$ cat src/rtl/gpu_ext_pkg.sv
// Shared types and lane helpers for the GPU external-access bus bridge.
// Latency: none (types, constants and a pure function only).
// Backpressure: not applicable.
package gpu_ext_pkg;

    typedef enum logic [2:0] {
        IDLE = 3'd0,
        REQ  = 3'd1,
        ADDR = 3'd2,
        DATA = 3'd3,
        ACK  = 3'd4
    } state_t;

    localparam logic [1:0] SZ_BYTE = 2'b00;
    localparam logic [1:0] SZ_WORD = 2'b01;
    localparam logic [1:0] SZ_LONG = 2'b10;

    // Big-endian byte enables: be[3] is the lane at the lowest byte address.
    // Size code 2'b11 falls through to the long case.
    function automatic logic [3:0] be_for(input logic [1:0] size, input logic [1:0] addr_lo);
        logic [3:0] be;
        case (size)
            SZ_BYTE: be = 4'b1000 >> addr_lo;
            SZ_WORD: be = addr_lo[1] ? 4'b0011 : 4'b1100;
            default: be = 4'b1111;
        endcase
        return be;
    endfunction

endpackage

$ cat src/rtl/gpu_ext_lanes.sv
// Big-endian lane steering: write replication, byte enables, read-lane extraction.
// Latency: purely combinational.
// Backpressure: none; follows its inputs every cycle.
module gpu_ext_lanes
    import gpu_ext_pkg::*;
(
    input  logic [1:0]  size,
    input  logic [1:0]  addr_lo,
    input  logic [31:0] wdata,
    input  logic [31:0] bus_rdata,
    output logic [3:0]  be,
    output logic [31:0] bus_wdata,
    output logic [31:0] rdata
);

    // Replicate the right-justified write data and pick the addressed read lane.
    always_comb begin
        be        = be_for(size, addr_lo);
        bus_wdata = wdata;
        rdata     = bus_rdata;
        case (size)
            SZ_BYTE: begin
                bus_wdata = {4{wdata[7:0]}};
                case (addr_lo)
                    2'd0:    rdata = {24'd0, bus_rdata[31:24]};
                    2'd1:    rdata = {24'd0, bus_rdata[23:16]};
                    2'd2:    rdata = {24'd0, bus_rdata[15:8]};
                    default: rdata = {24'd0, bus_rdata[7:0]};
                endcase
            end
            SZ_WORD: begin
                bus_wdata = {2{wdata[15:0]}};
                rdata     = addr_lo[1] ? {16'd0, bus_rdata[15:0]} : {16'd0, bus_rdata[31:16]};
            end
            default: begin
                bus_wdata = wdata;
                rdata     = bus_rdata;
            end
        endcase
    end

endmodule

$ cat src/rtl/gpu_ext_bridge.sv
// GPU external-access responder: one strobed 32-bit big-endian system-bus cycle per request.
// Latency: ext_ack seen at the 4th edge after ext_req is sampled, plus grant and wait states.
// Backpressure: holds in REQ until bus_gnt and in DATA until bus_ready (GPU_EXT_TIMEOUT_EN adds an abort).
module gpu_ext_bridge
    import gpu_ext_pkg::*;
#(
    parameter int unsigned TIMEOUT = 16
) (
    input  logic        clk,
    input  logic        reset_n,
    input  logic        ext_req,
    input  logic [23:0] ext_addr,
    input  logic        ext_we,
    input  logic [1:0]  ext_size,
    input  logic [31:0] ext_wdata,
    output logic        ext_ack,
    output logic [31:0] ext_rdata,
    output logic        ext_busy,
    output logic        bus_req,
    input  logic        bus_gnt,
    output logic [23:0] bus_addr,
    output logic        bus_rw,
    output logic [3:0]  bus_be,
    output logic        bus_strobe,
    output logic [31:0] bus_wdata,
    input  logic [31:0] bus_rdata,
    input  logic        bus_ready,
    output logic        bus_err
);

    state_t      state_q, state_d;
    logic [23:0] addr_q, addr_d;
    logic        we_q, we_d;
    logic [1:0]  size_q, size_d;
    logic [31:0] wdata_q, wdata_d;

    logic        bus_req_q, bus_req_d;
    logic        bus_strobe_q, bus_strobe_d;
    logic        bus_rw_q, bus_rw_d;
    logic [23:0] bus_addr_q, bus_addr_d;
    logic [3:0]  bus_be_q, bus_be_d;
    logic [31:0] bus_wdata_q, bus_wdata_d;
    logic        ext_ack_q, ext_ack_d;
    logic [31:0] ext_rdata_q, ext_rdata_d;

    logic [3:0]  lane_be;
    logic [31:0] lane_wdata;
    logic [31:0] lane_rdata;
    logic [23:0] aligned_addr;

`ifdef GPU_EXT_TIMEOUT_EN
    localparam int unsigned TMO_W = $clog2(TIMEOUT + 1);
    logic [TMO_W-1:0] tmo_q, tmo_d;
    logic             bus_err_q, bus_err_d;
`endif

    gpu_ext_lanes u_lanes (
        .size      (size_q),
        .addr_lo   (addr_q[1:0]),
        .wdata     (wdata_q),
        .bus_rdata (bus_rdata),
        .be        (lane_be),
        .bus_wdata (lane_wdata),
        .rdata     (lane_rdata)
    );

    // Low address bits follow the access size: words drop bit 0, longs are fully aligned.
    always_comb begin
        case (size_q)
            SZ_BYTE: aligned_addr = addr_q;
            SZ_WORD: aligned_addr = {addr_q[23:1], 1'b0};
            default: aligned_addr = {addr_q[23:2], 2'b00};
        endcase
    end

    // Next-state and next-output logic for the IDLE->REQ->ADDR->DATA->ACK sequence.
    always_comb begin
        state_d      = state_q;
        addr_d       = addr_q;
        we_d         = we_q;
        size_d       = size_q;
        wdata_d      = wdata_q;
        bus_req_d    = bus_req_q;
        bus_strobe_d = bus_strobe_q;
        bus_rw_d     = bus_rw_q;
        bus_addr_d   = bus_addr_q;
        bus_be_d     = bus_be_q;
        bus_wdata_d  = bus_wdata_q;
        ext_ack_d    = 1'b0;
        ext_rdata_d  = ext_rdata_q;
`ifdef GPU_EXT_TIMEOUT_EN
        tmo_d        = tmo_q;
        bus_err_d    = 1'b0;
`endif
        case (state_q)
            IDLE: begin
                if (ext_req) begin
                    state_d   = REQ;
                    addr_d    = ext_addr;
                    we_d      = ext_we;
                    size_d    = ext_size;
                    wdata_d   = ext_wdata;
                    bus_req_d = 1'b1;
                end
            end
            REQ: begin
                if (bus_gnt) begin
                    state_d      = ADDR;
                    bus_strobe_d = 1'b1;
                    bus_addr_d   = aligned_addr;
                    bus_rw_d     = ~we_q;
                    bus_be_d     = lane_be;
                    bus_wdata_d  = lane_wdata;
                end
            end
            ADDR: begin
                state_d = DATA;
`ifdef GPU_EXT_TIMEOUT_EN
                tmo_d   = '0;
`endif
            end
            DATA: begin
                if (bus_ready) begin
                    state_d      = ACK;
                    ext_ack_d    = 1'b1;
                    ext_rdata_d  = lane_rdata;
                    bus_req_d    = 1'b0;
                    bus_strobe_d = 1'b0;
                    bus_be_d     = 4'b0000;
                end
`ifdef GPU_EXT_TIMEOUT_EN
                // Ready on the expiry cycle is handled above and completes normally.
                else if (tmo_q == TMO_W'(TIMEOUT - 1)) begin
                    state_d      = ACK;
                    ext_ack_d    = 1'b1;
                    ext_rdata_d  = 32'hFFFF_FFFF;
                    bus_err_d    = 1'b1;
                    bus_req_d    = 1'b0;
                    bus_strobe_d = 1'b0;
                    bus_be_d     = 4'b0000;
                end else begin
                    tmo_d = tmo_q + 1'b1;
                end
`endif
            end
            ACK: begin
                state_d = IDLE;
            end
            default: begin
                state_d = IDLE;
            end
        endcase
    end

    // All state and registered outputs; reset drops the bus request and strobe immediately.
    always_ff @(posedge clk or negedge reset_n) begin
        if (!reset_n) begin
            state_q      <= IDLE;
            addr_q       <= '0;
            we_q         <= 1'b0;
            size_q       <= '0;
            wdata_q      <= '0;
            bus_req_q    <= 1'b0;
            bus_strobe_q <= 1'b0;
            bus_rw_q     <= 1'b1;
            bus_addr_q   <= '0;
            bus_be_q     <= '0;
            bus_wdata_q  <= '0;
            ext_ack_q    <= 1'b0;
            ext_rdata_q  <= '0;
`ifdef GPU_EXT_TIMEOUT_EN
            tmo_q        <= '0;
            bus_err_q    <= 1'b0;
`endif
        end else begin
            state_q      <= state_d;
            addr_q       <= addr_d;
            we_q         <= we_d;
            size_q       <= size_d;
            wdata_q      <= wdata_d;
            bus_req_q    <= bus_req_d;
            bus_strobe_q <= bus_strobe_d;
            bus_rw_q     <= bus_rw_d;
            bus_addr_q   <= bus_addr_d;
            bus_be_q     <= bus_be_d;
            bus_wdata_q  <= bus_wdata_d;
            ext_ack_q    <= ext_ack_d;
            ext_rdata_q  <= ext_rdata_d;
`ifdef GPU_EXT_TIMEOUT_EN
            tmo_q        <= tmo_d;
            bus_err_q    <= bus_err_d;
`endif
        end
    end

    assign ext_ack    = ext_ack_q;
    assign ext_rdata  = ext_rdata_q;
    assign ext_busy   = (state_q != IDLE);
    assign bus_req    = bus_req_q;
    assign bus_addr   = bus_addr_q;
    assign bus_rw     = bus_rw_q;
    assign bus_be     = bus_be_q;
    assign bus_strobe = bus_strobe_q;
    assign bus_wdata  = bus_wdata_q;
`ifdef GPU_EXT_TIMEOUT_EN
    assign bus_err    = bus_err_q;
`else
    assign bus_err    = 1'b0;
`endif

endmodule

$ cat config.mk
export PLATFORM = sky130hd
export DESIGN_NAME = gpu_ext_bridge
export DESIGN_NICKNAME = d
export VERILOG_FILES = /design/src/rtl/gpu_ext_pkg.sv /design/src/rtl/gpu_ext_lanes.sv /design/src/rtl/gpu_ext_bridge.sv
export SDC_FILE = /design/constraint.sdc
export NUM_CORES = 1
export LEC_CHECK = 0
export CAP_MARGIN = 0
export CORE_MARGIN = 3
export CORE_UTILIZATION = 25
export CTS_CLUSTER_DIAMETER = 120
export DETAILED_ROUTE_END_ITERATION = 8
export GPL_TIMING_DRIVEN = 0
export PLACE_DENSITY = 0.54
export SYNTH_ARGS = -nofsm -noshare
export SYNTH_HDL_FRONTEND = slang
export SYNTH_SLANG_ARGS = --single-unit
export TNS_END_PERCENT = 50
$ cat constraint.sdc
create_clock -name clk -period 3 [get_ports clk]
set_input_delay 0.3 -clock clk [delete_from_list [all_inputs] [get_ports clk]]
set_output_delay 0.3 -clock clk [all_outputs]
set_load 0.03 [all_outputs]
# Word level (Yosys, flattened, before mapping)
# Index checks and enable logic that the tools add are counted.
op_classes:
  n_eq_ne: 9
  shift: 1
  mux: 21
  n_bitwise: 1
  reduce_logical: 12
op_table:
  columns: ["cell", "count"]
  rows:
  - ["32-bit case mux with 2 select lines", 2]
  - ["8-bit case mux with 3 select lines", 1]
  - ["16-bit 2-to-1 mux", 1]
  - ["4-bit case mux with 2 select lines", 2]
  - ["4-bit 2-to-1 mux", 3]
  - ["3-bit case mux with 4 select lines", 1]
  - ["3-bit 2-to-1 mux", 3]
  - ["3-bit AND reduction", 3]
  - ["3-bit by 2-bit equality test with 1-bit output, second input constant", 2]
  - ["2-bit inequality test, second input constant", 3]
  - ["2-bit AND reduction", 3]
  - ["1-bit 2-to-1 mux", 5]
  - ["2-bit by 1-bit equality test with 1-bit output, second input constant", 2]
  - ["2-bit zero test", 2]
  - ["1-bit case mux with 2 select lines", 2]
  - ["2-bit case mux with 2 select lines", 1]
  - ["2-bit nonzero test", 2]
  - ["4-bit by 2-bit right shift with 4-bit output, first input constant", 1]
  - ["3-bit by 1-bit equality test with 1-bit output, second input constant", 1]
  - ["3-bit zero test", 1]
  - ["3-bit nonzero test", 1]
  - ["2-bit equality test, second input constant", 1]
  - ["1-bit inverter", 1]
totals:
  reg_bits: 158
  in_bits: 96
  out_inout_bits: 98
  elab_cells: 57

# Logic depth before layout (Yosys ltp)
# Gate-level depths: netlist of the first run.
logic_depth:
  depth_word: 4
  depth_mapped: 7
  ltp_nobuf: 4

# By module
# A second synthesis of the first run with hierarchy kept.
unflattened:
  hier_cells: 549
  area_unflattened_um2: 6949.2
modules_own_cells:
  columns: ["mod", "instances", "cells_each", "area_each_um2"]
  rows:
  - ["gpu_ext_bridge", 1, 423, 5953.2]
  - ["gpu_ext_lanes", 1, 126, 996.0]

# Worst setup path after synthesis of the first run
# Ideal clock, no wire load.
synth_path:
  kind: "register to register"
  from: "register state_q[0]"
  to: "register addr_q[0]"
  setup_time_ns: 0.125
  arrival_time_ns: 1.529
  required_ns: 2.875
  setup_slack_ns: 1.346
  stages_incl_launch_ff: 5
  synth_period_minus_slack_ns: 1.654
  cell_sequence: "dfrtp_1 -> buf_6 -> nor4b_4 -> buf_6 -> mux2_4"
synth_via:
  elab_chain_len: 2
synth_lines:
  columns: ["item", "line_no", "source"]
  rows:
  - ["start: declaration", "gpu_ext_bridge.sv:31", "state_t state_q, state_d;"]
  - ["start signal: assignment", "gpu_ext_bridge.sv:176", "state_q <= state_d;"]
  - ["3-bit zero test", "gpu_ext_bridge.sv:95", "case (state_q)"]
  - ["2-bit AND reduction (no line)", null, null]
  - ["end signal: assignment", "gpu_ext_bridge.sv:177", "addr_q <= addr_d;"]
  - ["end: declaration", "gpu_ext_bridge.sv:32", "logic [23:0] addr_q, addr_d;"]
# No other way between the ends.
# A chain may end at the register's enable or synchronous reset.

# Worst setup path after layout of the first run
layout_path:
  from: "register state_q[0]"
  to: "output ext_busy"
layout_via:
  elab_chain_len: 1
layout_lines:
  columns: ["item", "line_no", "source"]
  rows:
  - ["3-bit nonzero test", "gpu_ext_bridge.sv:198", "assign ext_busy = (state_q != IDLE);"]
  - ["end: declaration", "gpu_ext_bridge.sv:18", "output logic ext_busy,"]
# No other way between the ends.

==> Flow_metrics.wiki, run 1 <==
{| class="wikitable"
! Metric !! Value
|-
| Overall die width || 173 µm
|-
| Clk Latency, worst-skew pair || ~420 ps
|-
| Final-report setup violation count || 0
|-
| Required time at the endpoint of the critical path || 2700 ps
|-
| Proportion of synthesized chip area in sequential cells || 0.567
|-
| Number of synthesis warnings || 0
|-
| Startpoint of the worst-slack reg-to-reg timing path || size_q[1]
|-
| Pin count of the biggest net entering global routing || 92
|-
| Initial cell density of the core || 0.256
|-
| DRC violation count after routing || 0
|-
| Post-CTS sizing || 0
|-
| Number of enable-type register cells in the synthesized netlist || 0
|-
| Number of unique standard cell types used by synthesis || 38
|-
| Crit path buf inv count || 2
|-
| HPWL after detailed placement || 15900 µm
|-
| Pre-CTS setup slack || about 740 ps
|-
| Final Hold Vio Count || 0
|-
| Hold Buf Count CTS || 1
|-
| Worst hold margin || a little over 400 ps
|-
| DRT antenna net count || 0
|-
| Cell count after synthesis || 621
|-
| Startpoint of the most critical setup path || state_q[0]
|-
| Leakage power total || approximately 0.0044 µW
|-
| Router iterations before antenna repair || 5
|-
| Sinks on Clock Net || about 160
|-
| Floorplan die area || about 0.03 mm²
|-
| Crit path largest cell delay || about 600 ps
|-
| Antenna violations before repair || 2
|-
| Share of flip-flops with an asynchronous set or reset after synthesis || 1.00
|-
| WP data arrival || 1880 ps
|-
| Global route overflow || 0
|-
| Final setup skew || approximately 9.7 ps
|-
| First DRT Iteration DRCs || approximately 320
|-
| Total power divided by cell area || approximately 1200 mW/mm²
|-
| Post-route insts no fill || between 1000 and 1500
|-
| I/O pin total || about 190
|-
| Share of post-route cells with drive strength above 1 || 0.152
|-
| Ratio of final minimum period to clock period || 0.727
|-
| Max Slew Vio Count || 0
|-
| Final critical path time including I/O delays and setup || 2180 ps
|-
| Clock transition time at the flip-flop clock pins of the worst setup and hold paths || 70 ps
|-
| Most common library cells after synthesis || dfrtp_1 (157), nand2_1 (157), mux2_2 (36), o21ai_0 (36), a21oi_1 (31)
|-
| Row Count || 60
|-
| Post CTS Setup Buffer Count || 0
|-
| Final RePlAce weighted congestion || 0.788
|-
| Worst-path maximum fanout || 9
|-
| Max-cap viol count || 0
|-
| DIE HEIGHT || roughly 170 µm
|-
| Number of nets in the layout || 930
|-
| Crit Path Category || register to output pin
|-
| Total wire length after detailed routing || about 22000 µm
|-
| Number of global-route vias before repair || approximately 5500
|-
| Area leader, netlist || dfrtp_1
|-
| Cell family contributing the most delay on the critical path || buffers and inverters
|-
| Combined area of all synthesized cells || 0.00697 mm²
|-
| Worst setup margin || 819 ps
|-
| Maximum clock rate || about 460 MHz
|-
| Share of Yosys cell area claimed by the top area cell type || 0.564
|-
| Synth-to-layout area growth || 43.2%
|-
| Result of the run || complete, no violations
|-
| Largest cells by area after synthesis || dfrtp_1 (56%), nand2_1 (8.5%), mux2_4 (6.5%)
|-
| CTS max path bufs || 2
|-
| Slew at the pin with the worst max-slew slack || 843 ps
|-
| Cell Area, Placed || 0.00939 mm²
|-
| Diode insertion count for antenna repair || 0
|-
| Synthesized flop and latch total || between 150 and 200
|-
| Max stage delay cell, worst path || clkdlybuf4s50_1
|-
| CTS tree || done
|-
| Cell chain of the critical path || buf_6 > or3_1 > clkdlybuf4s50_1
|-
| Num CTS Buffers || 17
|-
| Final cell area excluding filler cells || between 0.009 and 0.01 mm²
|-
| Total Routing Usage GR || 0.145
|-
| Unrepaired setup endpoints after global routing || false
|-
| Number of fill cells || 2741
|-
| Via density || 4.38
|-
| H-tree level count || 4
|-
| Relative max-transition margin || 0.435
|-
| Most frequently used flop master after synthesis || dfrtp_1
|-
| Syn_area_per_cell || about 11 µm²
|-
| Nets in the synthesized netlist || about 700
|-
| Area of the core || about 0.027 mm²
|-
| Endpoint class of the critical path || output pin
|-
| Maximum VDD drop || ~440 µV
|-
| Tightest Hold Check Type || input port to asynchronous set/reset pin
|-
| Global-route wire length before repair || roughly 34000 µm
|-
| Total number of vias || 5334
|-
| Port-buffer cells || ~190
|-
| Placed Cells || between 1000 and 1500
|-
| Critical path startpoint category || register
|-
| Clock root buffer || clkbuf_16
|-
| Average wire per standard cell || 17.9 µm
|}
## per-stage QoR
stage | TNS [ps] | power (µW) | utilization
global route | 0 | 12500 | 0.367
CTS | 0 | 12000 | 0.367
floorplan | 0 | 7340 | -
finish | 0 | 11800 | 0.367
detailed placement | 0 | 9710 | 0.346
global placement | -837590 | 9650 | 0.344
## state kept, by name, indices dropped and copies added (netlist names), 2 cells and up
register,cells
bus_wdata,32
size_q,2
wdata_q,32
bus_addr,24
addr_q,24
bus_be,4
ext_rdata,32
state_q,3
## metal layers
metal | part of all wire | wire [µm] | up-vias | GRT usage
met4 | 0.015 | 337 | 4 | 0.0361
met5 | 0.0018 | 40 | - | 0
met1 | 0.45 | 9810 | 2619 | 0.188
met3 | 0.059 | 1290 | 28 | 0.0457
met2 | 0.47 | 10400 | 147 | 0.235
li1 | - | - | 2536 | -
## cells in the final DEF, fill, tap and decap left out, types with 7 or more instances in the layout
cell	Yosys	final
buf_2	17	17
o21ai_0	36	36
mux2_1	7	7
nand2_1	157	157
clkdlybuf4s50_1	0	191
a21oi_1	31	31
nand2b_1	9	9
mux2i_1	30	30
mux2_4	30	30
mux2_2	36	36
nor2_1	10	10
buf_6	8	8
dfrtp_1	157	157
and2_1	8	8
nand3_1	16	16
clkbuf_1	15	17
nor3b_1	8	8
clkbuf_16	0	17
## worst paths after layout
check,slack (ps),cells after the start,to
max,820,3,ext_busy
min in group clk,440,3,addr_q[1]
max reg2reg,980,5,ext_rdata[21]
min,410,2,ext_rdata[26]
max in group asynchronous,1670,3,bus_rw
min reg2reg,440,1,bus_rw
## area by class of cell
class / count / area (µm²) / area share
buffer: 45 / 258 / 0.0258
clock buffer: 20 / 447 / 0.0447
clock inverter: 12 / 135 / 0.0135
inverter: 3 / 11.3 / 0.00113
multi-input combinational: 415 / 2750 / 0.275
sequential: 158 / 3960 / 0.396
tap: 372 / 465 / 0.0466
timing repair buffer: 194 / 1960 / 0.197
## cell families after synthesis
group,share of synthesized area
other cells,0.000538
compound gates,0.0736
buf+inv,0.0386
mux,0.177
simple gates,0.143
flops,0.567
## power breakdown
group	leakage [µW]	switching (µW)	internal [µW]
clock	0.000273	931	1260
combinational	0.00217	3220	2540
sequential	0.00193	662	3180
Power figures use the tool's default switching activity.
==> run 2, diff against run 1 <==
Settings changed: PLACE_DENSITY 0.54 to 0.56.
Clock period 3 ns to 1.85 ns, I/O delays scaled along.
==> run 2 against run 1 <==
Clock power up 75%. Worst setup slack worse by 710 ps. Critical path depth rose by 2. Via count hardly changed. Clock skew increased by 1.4 ps. Critical path type is now register to register.
==> Flow_metrics.wiki, run 2 (synthesized netlist as in run 1, its figures left out) <==
{| class="wikitable"
! Metric !! Value
|-
| Pin count of the biggest net entering global routing || 103 (+12%)
|-
| Clk Latency, worst-skew pair || 420 ps (about the same)
|-
| Logic pwr share || 0.483 (-0.006)
|-
| Maximum VDD drop || 687 µV (+55%)
|-
| Global route overflow || 0 (unchanged)
|-
| Cell-internal power || 11700 µW (+68%)
|-
| Area of the core || 0.0272 mm² (unchanged)
|-
| Endpoint of the worst-slack reg-to-reg timing path || bus_wdata[30]
|-
| Switching Share || 0.398 (-0.00997)
|-
| Port-buffer cells || 192 (unchanged)
|-
| Worst hold margin || 279 ps (-127 ps)
|-
| Total Routing Usage GR || 0.148 (+0.00354)
|-
| Proportion of power drawn by flip-flops and latches || 0.319 (-0.007)
|-
| Final-report setup violation count || 0 (unchanged)
|-
| DIE HEIGHT || 173 µm (unchanged)
|-
| Final setup skew || 11.0 ps (+1.36 ps)
|-
| Highest-count cells in the layout ignoring fill and taps || clkdlybuf4s50_1 (189), nand2_1 (157), dfrtp_1 (157)
|-
| Maximum clock rate || between 500 and 600 MHz
|-
| Relative max-transition margin || 0.605 (+0.169)
|-
| Average wire per standard cell || 18.0 µm (+0.21%)
|-
| Floorplan die area || 0.0299 mm² (unchanged)
|-
| Cell family contributing the most delay on the critical path || buffers and inverters
|-
| Power dissipated by switching net loads || 7750 µW (+61%)
|-
| First DRT Iteration DRCs || 289 (-11%)
|-
| Crit path largest cell delay || 370 ps (-230 ps)
|-
| CTS max path bufs || 2 (unchanged)
|-
| CTS tree || done
|-
| Endpoint class of the critical path || register
|-
| Share of total power in the clock network || 0.197 (+0.012)
|-
| Result of the run || complete, no violations
|-
| Synth-to-layout area growth || 44.4%
|-
| WP data arrival || 2040 ps (+160 ps)
|-
| Diode insertion count for antenna repair || 0 (unchanged)
|-
| HPWL after detailed placement || 15800 µm (-0.64%)
|-
| Number of fill cells || 2765 (+0.88%)
|-
| Row Count || 60 (unchanged)
|-
| Max-cap viol count || 0 (unchanged)
|-
| H-tree level count || 4 (unchanged)
|-
| Number of nets in the layout || 931 (+0.11%)
|-
| I/O pin total || 194 (unchanged)
|-
| Leakage power total || 0.00443 µW (+1.3%)
|-
| Final RePlAce weighted congestion || 0.792 (+0.55%)
|-
| Final Hold Vio Count || 0 (unchanged)
|-
| Slew at the pin with the worst max-slew slack || 593 ps (-251 ps)
|-
| DRT antenna net count || 0 (unchanged)
|-
| Max Slew Vio Count || 0 (unchanged)
|-
| Leading cell type in the layout, fill and taps excluded || clkdlybuf4s50_1
|-
| Share of post-route cells with drive strength above 1 || 0.161 (+0.00845)
|-
| Crit path buf inv count || 3 (+1)
|-
| Post-Route Setup TNS || 0 ps (unchanged)
|-
| Required time at the endpoint of the critical path || 2150 ps (-550 ps)
|-
| Startpoint of the worst-slack reg-to-reg timing path || state_q[1]
|-
| Clock root buffer || clkbuf_16
|-
| Router iterations before antenna repair || 5 (unchanged)
|-
| Max stage delay cell, worst path || dfrtp_1
|-
| Cell Area, Placed || 0.00939 mm² (unchanged)
|-
| Total number of vias || 5336 (+0.037%)
|-
| Tightest Hold Check Type || input port to asynchronous set/reset pin
|-
| Global-route wire length before repair || 34400 µm (+2.4%)
|-
| Num CTS Buffers || 17 (unchanged)
|-
| Via density || 4.38 (+0.12%)
|-
| Number of cells traversed by the worst register-to-register path || 5 (unchanged)
|-
| Pre-CTS setup slack || -297 ps (-1040 ps)
|-
| Total wire length after detailed routing || 21900 µm (+0.12%)
|-
| Total power divided by cell area || 1930 mW/mm² (+64%)
|-
| Final cell area excluding filler cells || 0.0101 mm² (+0.80%)
|-
| Clock transition time at the flip-flop clock pins of the worst setup and hold paths || 70 ps (about the same)
|-
| Ratio of final minimum period to clock period || 0.941
|-
| Cell chain of the critical path || buf_6 > nor4bb_1 > clkbuf_4 > buf_4 > mux2_2
|-
| Overall die width || 173 µm (unchanged)
|-
| Sinks on Clock Net || 158 (unchanged)
|-
| Critical path startpoint category || register
|-
| R2R Setup Slk || 110 ps (-870 ps)
|-
| Flip-flop and latch area || 0.00396 mm² (unchanged)
|-
| Antenna violations before repair || 1 (-1)
|-
| Initial cell density of the core || 0.256 (unchanged)
|-
| Final critical path time including I/O delays and setup || about 1700 ps
|-
| Worst-path maximum fanout || 10 (+1)
|-
| Crit Path Category || register to register
|-
| Placed Cells || 1186 (unchanged)
|-
| Unrepaired setup endpoints after global routing || false
|-
| Multi-input gate area || 0.00275 mm² (about the same)
|-
| DRC violation count after routing || 0 (unchanged)
|-
| Number of global-route vias before repair || 5594 (+1.6%)
|-
| Worst setup margin || 109 ps (-710 ps)
|-
| Post-route insts no fill || 1218 (-0.082%)
|}
## run 2: changes by cell type in the layout (fill, tap and decap cells not counted), moves of 2 or more
cell,delta
clkbuf_2,+7
buf_2,-6
clkbuf_4,+6
clkbuf_1,-5
bufinv_16,+3
clkinvlp_4,-3
clkdlybuf4s50_1,-2
## run 2: metrics by stage
step / utilization / power (µW)
after floorplan: - / 11900
after detailed placement: 0.346 / 15700
after global routing: 0.370 / 20700
after global placement: 0.344 / 15600
after CTS: 0.370 / 19700
final: 0.370 / 19500
## run 2: power groups by stage
stage	combinational, µW	clock, µW	sequential (µW)
final	9400	3840	6210
after CTS	9510	3950	6240
after floorplan	3970	0	7930
after global routing	10200	4100	6450
after global placement	9370	0	6280
after detailed placement	9450	0	6280
## run 2: what timing repair did
action / CTS / global route
gates resized for setup: 4 / 16
pin swaps: 1 / 0
endpoints found under the setup margin: 80 / 49
hold endpoints to repair: 56 / 0
setup buffers: 1 / 0
hold buffers: 1 / 0
## run 2: metal layers
metal  up-vias  part of all wire  routed length, µm  global-route usage
met4         2             0.013                276              0.0395
li1       2538                 -                  -                   -
met1      2618              0.46              10000               0.196
met3        19             0.056               1220              0.0419
met2       159              0.47              10300               0.238
met5         -           0.00091                 20                   0
## run 2: worst register-to-register path: cells and delay by family, from the launching register on
family                 cells  cell delay [ps]
buffers and inverters      3              630
DFF                        1              370
muxes                      1              350
and+or+nand+nor            1              290
## run 2: layout make-up
type,instances,area share
multi-input combinational,415,0.273
buffer,45,0.0279
inverter,3,0.00112
clock buffer,19,0.0430
timing repair buffer,195,0.197
tap,372,0.0463
sequential,158,0.393
clock inverter,11,0.0189
## run 2: worst max-delay path by stage
| stage | startpoint | end | slack, ps | cells after the start |
|---|---|---|---|---|
| after floorplan | state_q[0] | addr_q[0] | 200 | 4 |
| after global placement | reset_n | bus_addr[22] | -6360 | 1 |
| after detailed placement | ext_req | wdata_q[20] | -300 | 4 |
| after CTS | state_q[0] | ext_busy | 10 | 3 |
| after global routing | state_q[2] | ext_rdata[18] | 8 | 5 |
| final | state_q[1] | bus_wdata[30] | 110 | 5 |
